## config.mk

```make
export PLATFORM = sky130hd
export DESIGN_NAME = mem_access_stage
export DESIGN_NICKNAME = d
export VERILOG_FILES = /design/src/rtl/mem_access_stage_pkg.sv /design/src/rtl/mem_access_stage_mem_wb_reg.sv /design/src/rtl/mem_access_stage.sv
export SDC_FILE = /design/constraint.sdc
export NUM_CORES = 1
export LEC_CHECK = 0
export CAP_MARGIN = 20
export CORE_AREA = 2 2 121 123
export DETAILED_ROUTE_END_ITERATION = 6
export DIE_AREA = 0 0 123 125
export GPL_TIMING_DRIVEN = 0
export HOLD_SLACK_MARGIN = 0.15
export PLACE_DENSITY = 0.7
export SETUP_SLACK_MARGIN = 0.02
export SYNTH_ARGS = -nofsm -noshare
export SYNTH_HDL_FRONTEND = slang
export SYNTH_HIERARCHICAL = 1
export SYNTH_SLANG_ARGS = --single-unit
```

## constraint.sdc

```tcl
create_clock -name clk -period 2.8 [get_ports clk]
set_clock_uncertainty 0.05 [all_clocks]
set_input_delay 0.56 -clock clk [delete_from_list [all_inputs] [get_ports clk]]
set_output_delay 0.56 -clock clk [all_outputs]
set_load 0.02 [all_outputs]
```

## src/rtl/mem_access_stage_pkg.sv

```systemverilog
// Shared encodings for the MEM stage: branch/jump types and data-memory FSM states.
package mem_access_stage_pkg;

  localparam logic [1:0] JT_NONE = 2'd0;
  localparam logic [1:0] JT_BEQ  = 2'd1;
  localparam logic [1:0] JT_BNE  = 2'd2;
  localparam logic [1:0] JT_J    = 2'd3;

  localparam logic [0:0] ST_IDLE = 1'b0;
  localparam logic [0:0] ST_WAIT = 1'b1;

endpackage

```

## src/rtl/mem_access_stage_mem_wb_reg.sv

```systemverilog
// MEM/WB pipeline register; a bubble kills the write-enable and holds the rest.
module mem_wb_reg (
  input  logic        clk,
  input  logic        clr,
  input  logic        bubble,
  input  logic        wreg,
  input  logic        m2reg,
  input  logic [4:0]  wn,
  input  logic [31:0] alu_result,
  input  logic [31:0] mem_data,
  output logic        WBwreg,
  output logic        WBm2reg,
  output logic [4:0]  WBwn,
  output logic [31:0] WBaluResult,
  output logic [31:0] WBmemData
);

  always_ff @(posedge clk) begin
    if (clr) begin
      WBwreg      <= 1'b0;
      WBm2reg     <= 1'b0;
      WBwn        <= '0;
      WBaluResult <= '0;
      WBmemData   <= '0;
    end else if (bubble) begin
      WBwreg      <= 1'b0;
    end else begin
      WBwreg      <= wreg;
      WBm2reg     <= m2reg;
      WBwn        <= wn;
      WBaluResult <= alu_result;
      WBmemData   <= mem_data;
    end
  end

endmodule

```

## src/rtl/mem_access_stage.sv

```systemverilog
// MEM stage: data-memory req/ack access with wait-state timeout, branch resolution,
// and the MEM/WB register.
//   state   | meaning
//   IDLE    | no access outstanding; an aligned op issues dm_req this cycle
//   WAIT    | access outstanding, pipeline stalled until dm_ack or timeout
module mem_access_stage
  import mem_access_stage_pkg::*;
#(
  parameter int          DM_TIMEOUT = 16,
  parameter logic [31:0] ERR_RDATA  = 32'hDEADBEEF
) (
  input  logic        clk,
  input  logic        clr,
  input  logic        MEMwreg,
  input  logic        MEMm2reg,
  input  logic        MEMwmem,
  input  logic [4:0]  MEMwn,
  input  logic [31:0] MEMaluResult,
  input  logic [31:0] MEMdi,
  input  logic [1:0]  MEMjumpType,
  input  logic [31:0] MEMjumpPc,
  input  logic        MEMzero,
  output logic        dm_req,
  output logic        dm_we,
  output logic [31:0] dm_addr,
  output logic [31:0] dm_wdata,
  input  logic [31:0] dm_rdata,
  input  logic        dm_ack,
  output logic        stall,
  output logic        redirect,
  output logic [31:0] redirect_pc,
  output logic        WBwreg,
  output logic        WBm2reg,
  output logic [4:0]  WBwn,
  output logic [31:0] WBaluResult,
  output logic [31:0] WBmemData,
  output logic        dm_err
);

  localparam int CW = $clog2(DM_TIMEOUT + 1);

  logic [0:0]    state;
  logic [CW-1:0] wait_cnt;
  logic          mem_op, misaligned, aligned_op, timeout, err_now, taken;
  logic [31:0]   wb_mem_data;

  always_comb begin
    mem_op      = MEMm2reg | MEMwmem;
    misaligned  = |MEMaluResult[1:0];
    aligned_op  = mem_op & ~misaligned;
    dm_req      = (state == ST_WAIT) ? 1'b1 : aligned_op;
    dm_we       = MEMwmem;
    dm_addr     = MEMaluResult;
    dm_wdata    = MEMdi;
    // Ack on the final counted cycle still wins over the timeout.
    timeout     = (state == ST_WAIT) & ~dm_ack & (wait_cnt == CW'(DM_TIMEOUT));
    stall       = dm_req & ~dm_ack & ~timeout;
    err_now     = ((state == ST_IDLE) & mem_op & misaligned) | timeout;
    wb_mem_data = err_now ? ERR_RDATA : dm_rdata;
    taken       = 1'b0;
    case (MEMjumpType)
      JT_BEQ:  taken = MEMzero;
      JT_BNE:  taken = ~MEMzero;
      JT_J:    taken = 1'b1;
      default: taken = 1'b0;
    endcase
    redirect    = taken & ~stall;
    redirect_pc = MEMjumpPc;
  end

  always_ff @(posedge clk) begin
    if (clr) begin
      state    <= ST_IDLE;
      wait_cnt <= '0;
      dm_err   <= 1'b0;
    end else begin
      dm_err <= dm_err | err_now;
      case (state)
        ST_IDLE: begin
          if (aligned_op & ~dm_ack) begin
            state    <= ST_WAIT;
            wait_cnt <= CW'(1);
          end
        end
        default: begin
          if (dm_ack | timeout) begin
            state    <= ST_IDLE;
            wait_cnt <= '0;
          end else begin
            wait_cnt <= wait_cnt + CW'(1);
          end
        end
      endcase
    end
  end

  mem_wb_reg u_mem_wb_reg (
    .clk         (clk),
    .clr         (clr),
    .bubble      (stall),
    .wreg        (MEMwreg),
    .m2reg       (MEMm2reg),
    .wn          (MEMwn),
    .alu_result  (MEMaluResult),
    .mem_data    (wb_mem_data),
    .WBwreg      (WBwreg),
    .WBm2reg     (WBm2reg),
    .WBwn        (WBwn),
    .WBaluResult (WBaluResult),
    .WBmemData   (WBmemData)
  );

endmodule

```

Word-level counts from Yosys, hierarchy flattened

Cells that the tools add are included.

Add/subtract/negate cells: 1
Eq/ne operators: 4
Muxes and demuxes: 9
Bitwise operators: 19
Reductions and logical operators: 3

Operators with widths:

| cell                                           | number |
|---|---|
| 2-to-1 mux 32 bit                              | 1 |
| 2-to-1 mux 5 bit                               | 3 |
| AND 1 bit                                      | 9 |
| inverter 1 bit                                 | 6 |
| adder 5 x 1 -> 5 bit (second input constant)   | 1 |
| == test 5 bit (second input constant)          | 1 |
| == test 2 bit (second input constant)          | 2 |
| 2-to-1 mux 1 bit                               | 4 |
| OR 1 bit                                       | 4 |
| OR reduction 2 bit                             | 2 |
| case mux 1 bit (3 select lines)                | 1 |
| == test 2 x 1 -> 1 bit (second input constant) | 1 |
| nonzero test 2 bit                             | 1 |

Register bits after elaboration: 78
Input bits: 142
Output and inout port bits: 172
Logic and storage cells: 44

Depth between registers and ports, before layout

Depth after elaboration: 8
Mapped depth: 9

Cells and area by module

Netlist, hierarchy kept.

Modules (own cells, without submodules):

| module           | times used | cells an instance | area each (µm²) |
|---|---|---|---|
| mem_wb_reg       | 1          | 228               | 2541.2 |
| mem_access_stage | 1          | 182               | 1392.6 |

Worst setup path after synthesis

Ideal clock, no wire load.

Path type: input -> register
Start point: in MEMaluResult[1]
End point: reg u_mem_wb_reg.WBaluResult[0]
Setup time: 0.128 ns
Data arrival time: 2.346 ns
Required time: 2.622 ns
Slack: 0.277 ns
Stages: 7
Path buffers: 2
Path through: or2_1 -> o21ai_0 -> and2_1 -> buf_6 -> buf_8 -> mux2i_1 -> nor2_1

Longest elaborated chain between the ends: 6

RTL lines:

| element                 | RTL line                          | RTL |
|---|---|---|
| from (decl)             | mem_access_stage.sv:18            | `input logic [31:0] MEMaluResult,` |
| OR reduction 2 bit      | mem_access_stage.sv:49            | `misaligned = \|MEMaluResult[1:0];` |
| inverter 1 bit          | mem_access_stage.sv:50            | `aligned_op = mem_op & ~misaligned;` |
| AND 1 bit               | mem_access_stage.sv:50            |  |
| 2-to-1 mux 1 bit        | mem_access_stage.sv:51            | `dm_req = (state == ST_WAIT) ? 1'b1 : aligned_op;` |
| via dm_req              | mem_access_stage.sv:23            | `output logic dm_req,` |
| AND 1 bit (2 in series) | mem_access_stage.sv:57            | `stall = dm_req & ~dm_ack & ~timeout;` |
| via stall               | mem_access_stage.sv:29            | `output logic stall,` |
| to (signal assigned)    | mem_access_stage_mem_wb_reg.sv:31 | `WBaluResult <= alu_result;` |
| to (decl)               | mem_access_stage_mem_wb_reg.sv:14 | `output logic [31:0] WBaluResult,` |

The timed path passes the listed nets, and every way through them passes these cells.
A chain may end at the register's enable or synchronous reset.

Final worst setup path

Start point: in MEMaluResult[0]
End point: out stall

Longest elaborated chain between the ends: 6

RTL lines:

| element                 | RTL line |
|---|---|
| OR reduction 2 bit      | mem_access_stage.sv:49 |
| inverter 1 bit          | mem_access_stage.sv:50 |
| AND 1 bit               | mem_access_stage.sv:50 |
| 2-to-1 mux 1 bit        | mem_access_stage.sv:51 |
| AND 1 bit (2 in series) | mem_access_stage.sv:57 |
| to (decl)               | mem_access_stage.sv:29 |

No other way between the ends.

==> impl_metrics.py <==
metrics = {
    "setup_path": {
        "cp-start-kind": "input port",
        "worst-setup-path-type": "input port to primary output",
        "cp_max_fo": 4,
        "crit_arrival_ps": 2070,
        "rr_worst_depth": 9,
        "worstSetupEndpointType": "primary output",
        "required_ps": 2190,
        "rrSetupSlack_ps": 670,
    },
    "cts": {
        "cts_tree": "yes",
        "clock_latency_ps": 330,
        "numCtsBuffers": 9,
        "cts_htree_levels": 3,
        "cts_sinks": 78,
        "max-clock-path-buffers": 2,
        "ctsRootBufferMaster": "clkbuf_16",
        "ctsHoldBuffers": 0,
        "clkSlewWorstSetupHoldPaths_ps": 50,
    },
    "drt": {
        "drc_errors": 0,
        "wl_met2_um": 5690,
        "viasPerCell": 4.20,
        "wl_per_cell_um": 13.6,
        "met3_length_um": 1170,
        "num_vias": 3604,
        "drt_iter0_markers": 116,
        "routed.top_layer": "met4",
        "dr.pass1.iters": 4,
        "postRouteAntennaNets": 0,
        "wirelength_um": 11600,
        "met1_length_um": 4530,
    },
    "global_routing": {
        "grt_max_degree": 13,
        "track_usage_pct": 14.4,
        "grt_pass1_wl_um": 17400,
        "overflow": 0,
        "grt_pass1_vias": 3546,
        "antenna_found_initial": 0,
    },
    "floorplanning": {
        "chipHeight_um": 125,
        "initial_core_util_pct": 27.7,
        "pin_count": 314,
        "dieArea_um2": 15400,
        "rows": 44,
        "die_w_um": 123,
        "coreArea_um2": 14200,
    },
    "synthesis": {
        "netlist_instances": 410,
        "syn_nets": 554,
        "synth_ff_type": "dfxtp_1",
        "seq_area_frac_synth_pct": 39.7,
        "synth.area.top_cells": "dfxtp_1 (40%), buf_4 (19%), mux2i_1 (18%)",
        "ys_top_cells_by_count": "buf_4 (97), dfxtp_1 (78), nor2_1 (72)",
        "synth-seq-cells": 78,
        "synthArstFlopShare_pct": 0,
        "yosys.area.top_type": "dfxtp_1",
        "synth_top_cell_area_share_pct": 39.7,
        "synth.cell_area_um2": 3930,
        "avgSynthCellArea_um2": 9.59,
        "synthDistinctLibCells": 32,
        "synth_edf_count": 0,
        "synth_most_common_cell": "buf_4",
        "yosysWarningCount": 6,
    },
    "cells_and_area": {
        "multiInputGateArea_um2": 1480,
        "area_growth_pct": 77.1,
        "layout-drive-gt1-share_pct": 19.3,
        "seqCellArea_um2": 1560,
        "final_nets": 814,
        "utilization_pct": 49.0,
        "fillers": 1298,
        "diodes": 0,
    },
    "pwr": {
        "power_leakage_nw": 2.81,
        "pwr-share-comb_pct": 28.6,
        "clkPwrFrac_pct": 34.6,
        "power_density_nw_per_um2": 480,
        "power_switching_mw": 0.905,
        "cell_internal_pwr_mw": 2.44,
        "ir_drop_v": 0.000277,
        "p_sw_share_pct": 27.1,
        "seq_power_share_pct": 36.8,
    },
    "hold_path": {
        "hp-class": "flop to flop",
        "holdPathStages": 2,
    },
    "sta": {
        "post-route-period-util_pct": 95.8,
        "slew_headroom_pct": 59.0,
        "min_period_ps": 2680,
        "drv_slew": 0,
        "whs_ps": 406,
        "hold_viol_final": 0,
        "rsz0062_at_grt": "false",
        "worstMarginPinSlew_ps": 600,
        "finalSetupViolations": 0,
        "timing.fmax_mhz": 373,
    },
    "place": {
        "port_buffers": 249,
        "gp_congestion": 0.725,
        "dpl.hpwl_um": 9350,
    },
    "run_status": {
        "status": "finished clean",
    },
    "flow_run": {
        "cap_violations": 0,
    },
}
path summary, 6_finish.rpt:
path / from / to
max: MEMaluResult[0] / stall
min: dm_err / dm_err
max reg2reg: wait_cnt[0] / u_mem_wb_reg/WBmemData[26]
min reg2reg: dm_err / dm_err
cell usage in the layout, fill, tap and decap left out, drive strengths merged, types with 2 or more instances in the layout:
cell type and instances:
a31oi 2, nand2b 27, nand3 4, buf 109, inv 6, a31o 2
dlygate4sd2 2, clkdlybuf4s50 246, nor2 72, a21oi 4, dfxtp 78, clkinv 2
ha 2, and2 9, clkbuf 20, mux2i 71, o311ai 2
layer usage:
metal	GRT usage [%]	up-vias
met3	4.38	19
met2	25.4	204
met4	5.68	0
li1	-	1760
met5	0	-
met1	15.9	1621
stage by stage:
| step | power, mW | TNS, ps | instances | setup slack, ps | cell area [µm²] |
|---|---|---|---|---|---|
| floorplan | 1.75 | 0 | 410 | 277 | 3930 |
| global placement | 2.21 | -610 | 843 | -361 | 6660 |
| detailed placement | 2.22 | -849 | 843 | -384 | 6660 |
| CTS | 3.40 | 0 | 859 | 62.7 | 6960 |
| global route | 3.51 | 0 | 859 | 13.4 | 6970 |
| finish | 3.34 | 0 | 859 | 118 | 6970 |
critical path, stage by stage:
cell and delay, ps:
clkdlybuf4s50_1 480, or2_1 300, o21ai_1 250, and2_4 210, clkdlybuf4s15_2 260
timing repair:
item,in CTS,in global routing
resized for setup,8,1
setup buffers,0,0
endpoints found under the setup margin,3,1
kinds of logic (layout without fill, tap and decap cells):
| group | after synthesis | after routing | share of synthesized area [%] |
|---|---|---|---|
| adder cells (fa/ha/maj) | 2 | 2 | 0.636 |
| AND/OR/NAND/NOR | 122 | 122 | 15.4 |
| buffers and inverters | 122 | 387 | 23.2 |
| flip-flops | 78 | 78 | 39.7 |
| multiplexers | 71 | 71 | 18.1 |
| AO/OA/AOI/OAI | 15 | 15 | 2.96 |
power by group through the flow:
stage	clock network, mW	registers, mW	logic [mW]
global placement	0	1.25	0.956
floorplan	0	1.35	0.405
CTS	1.19	1.23	0.969
detailed placement	0	1.26	0.967
global route	1.25	1.24	1.02
finish	1.16	1.23	0.958
state kept, by name (all words and copies together) (netlist names):
register / count
wait_cnt: 5
dm_err: 1
state: 1
u_mem_wb_reg/WBaluResult: 32
u_mem_wb_reg/WBwreg: 1
u_mem_wb_reg/WBwn: 5
u_mem_wb_reg/WBmemData: 32
u_mem_wb_reg/WBm2reg: 1
layout make-up:
cell class,count,area share (%)
clock buffers,13,3.59
flip-flops and latches,78,22.4
clock inverters,3,0.629
multi-input cells,210,21.2
inverters,6,0.323
repair buffers,249,35.8
plain buffers,116,12.8
well taps,184,3.30
Power figures use the tool's default switching activity.
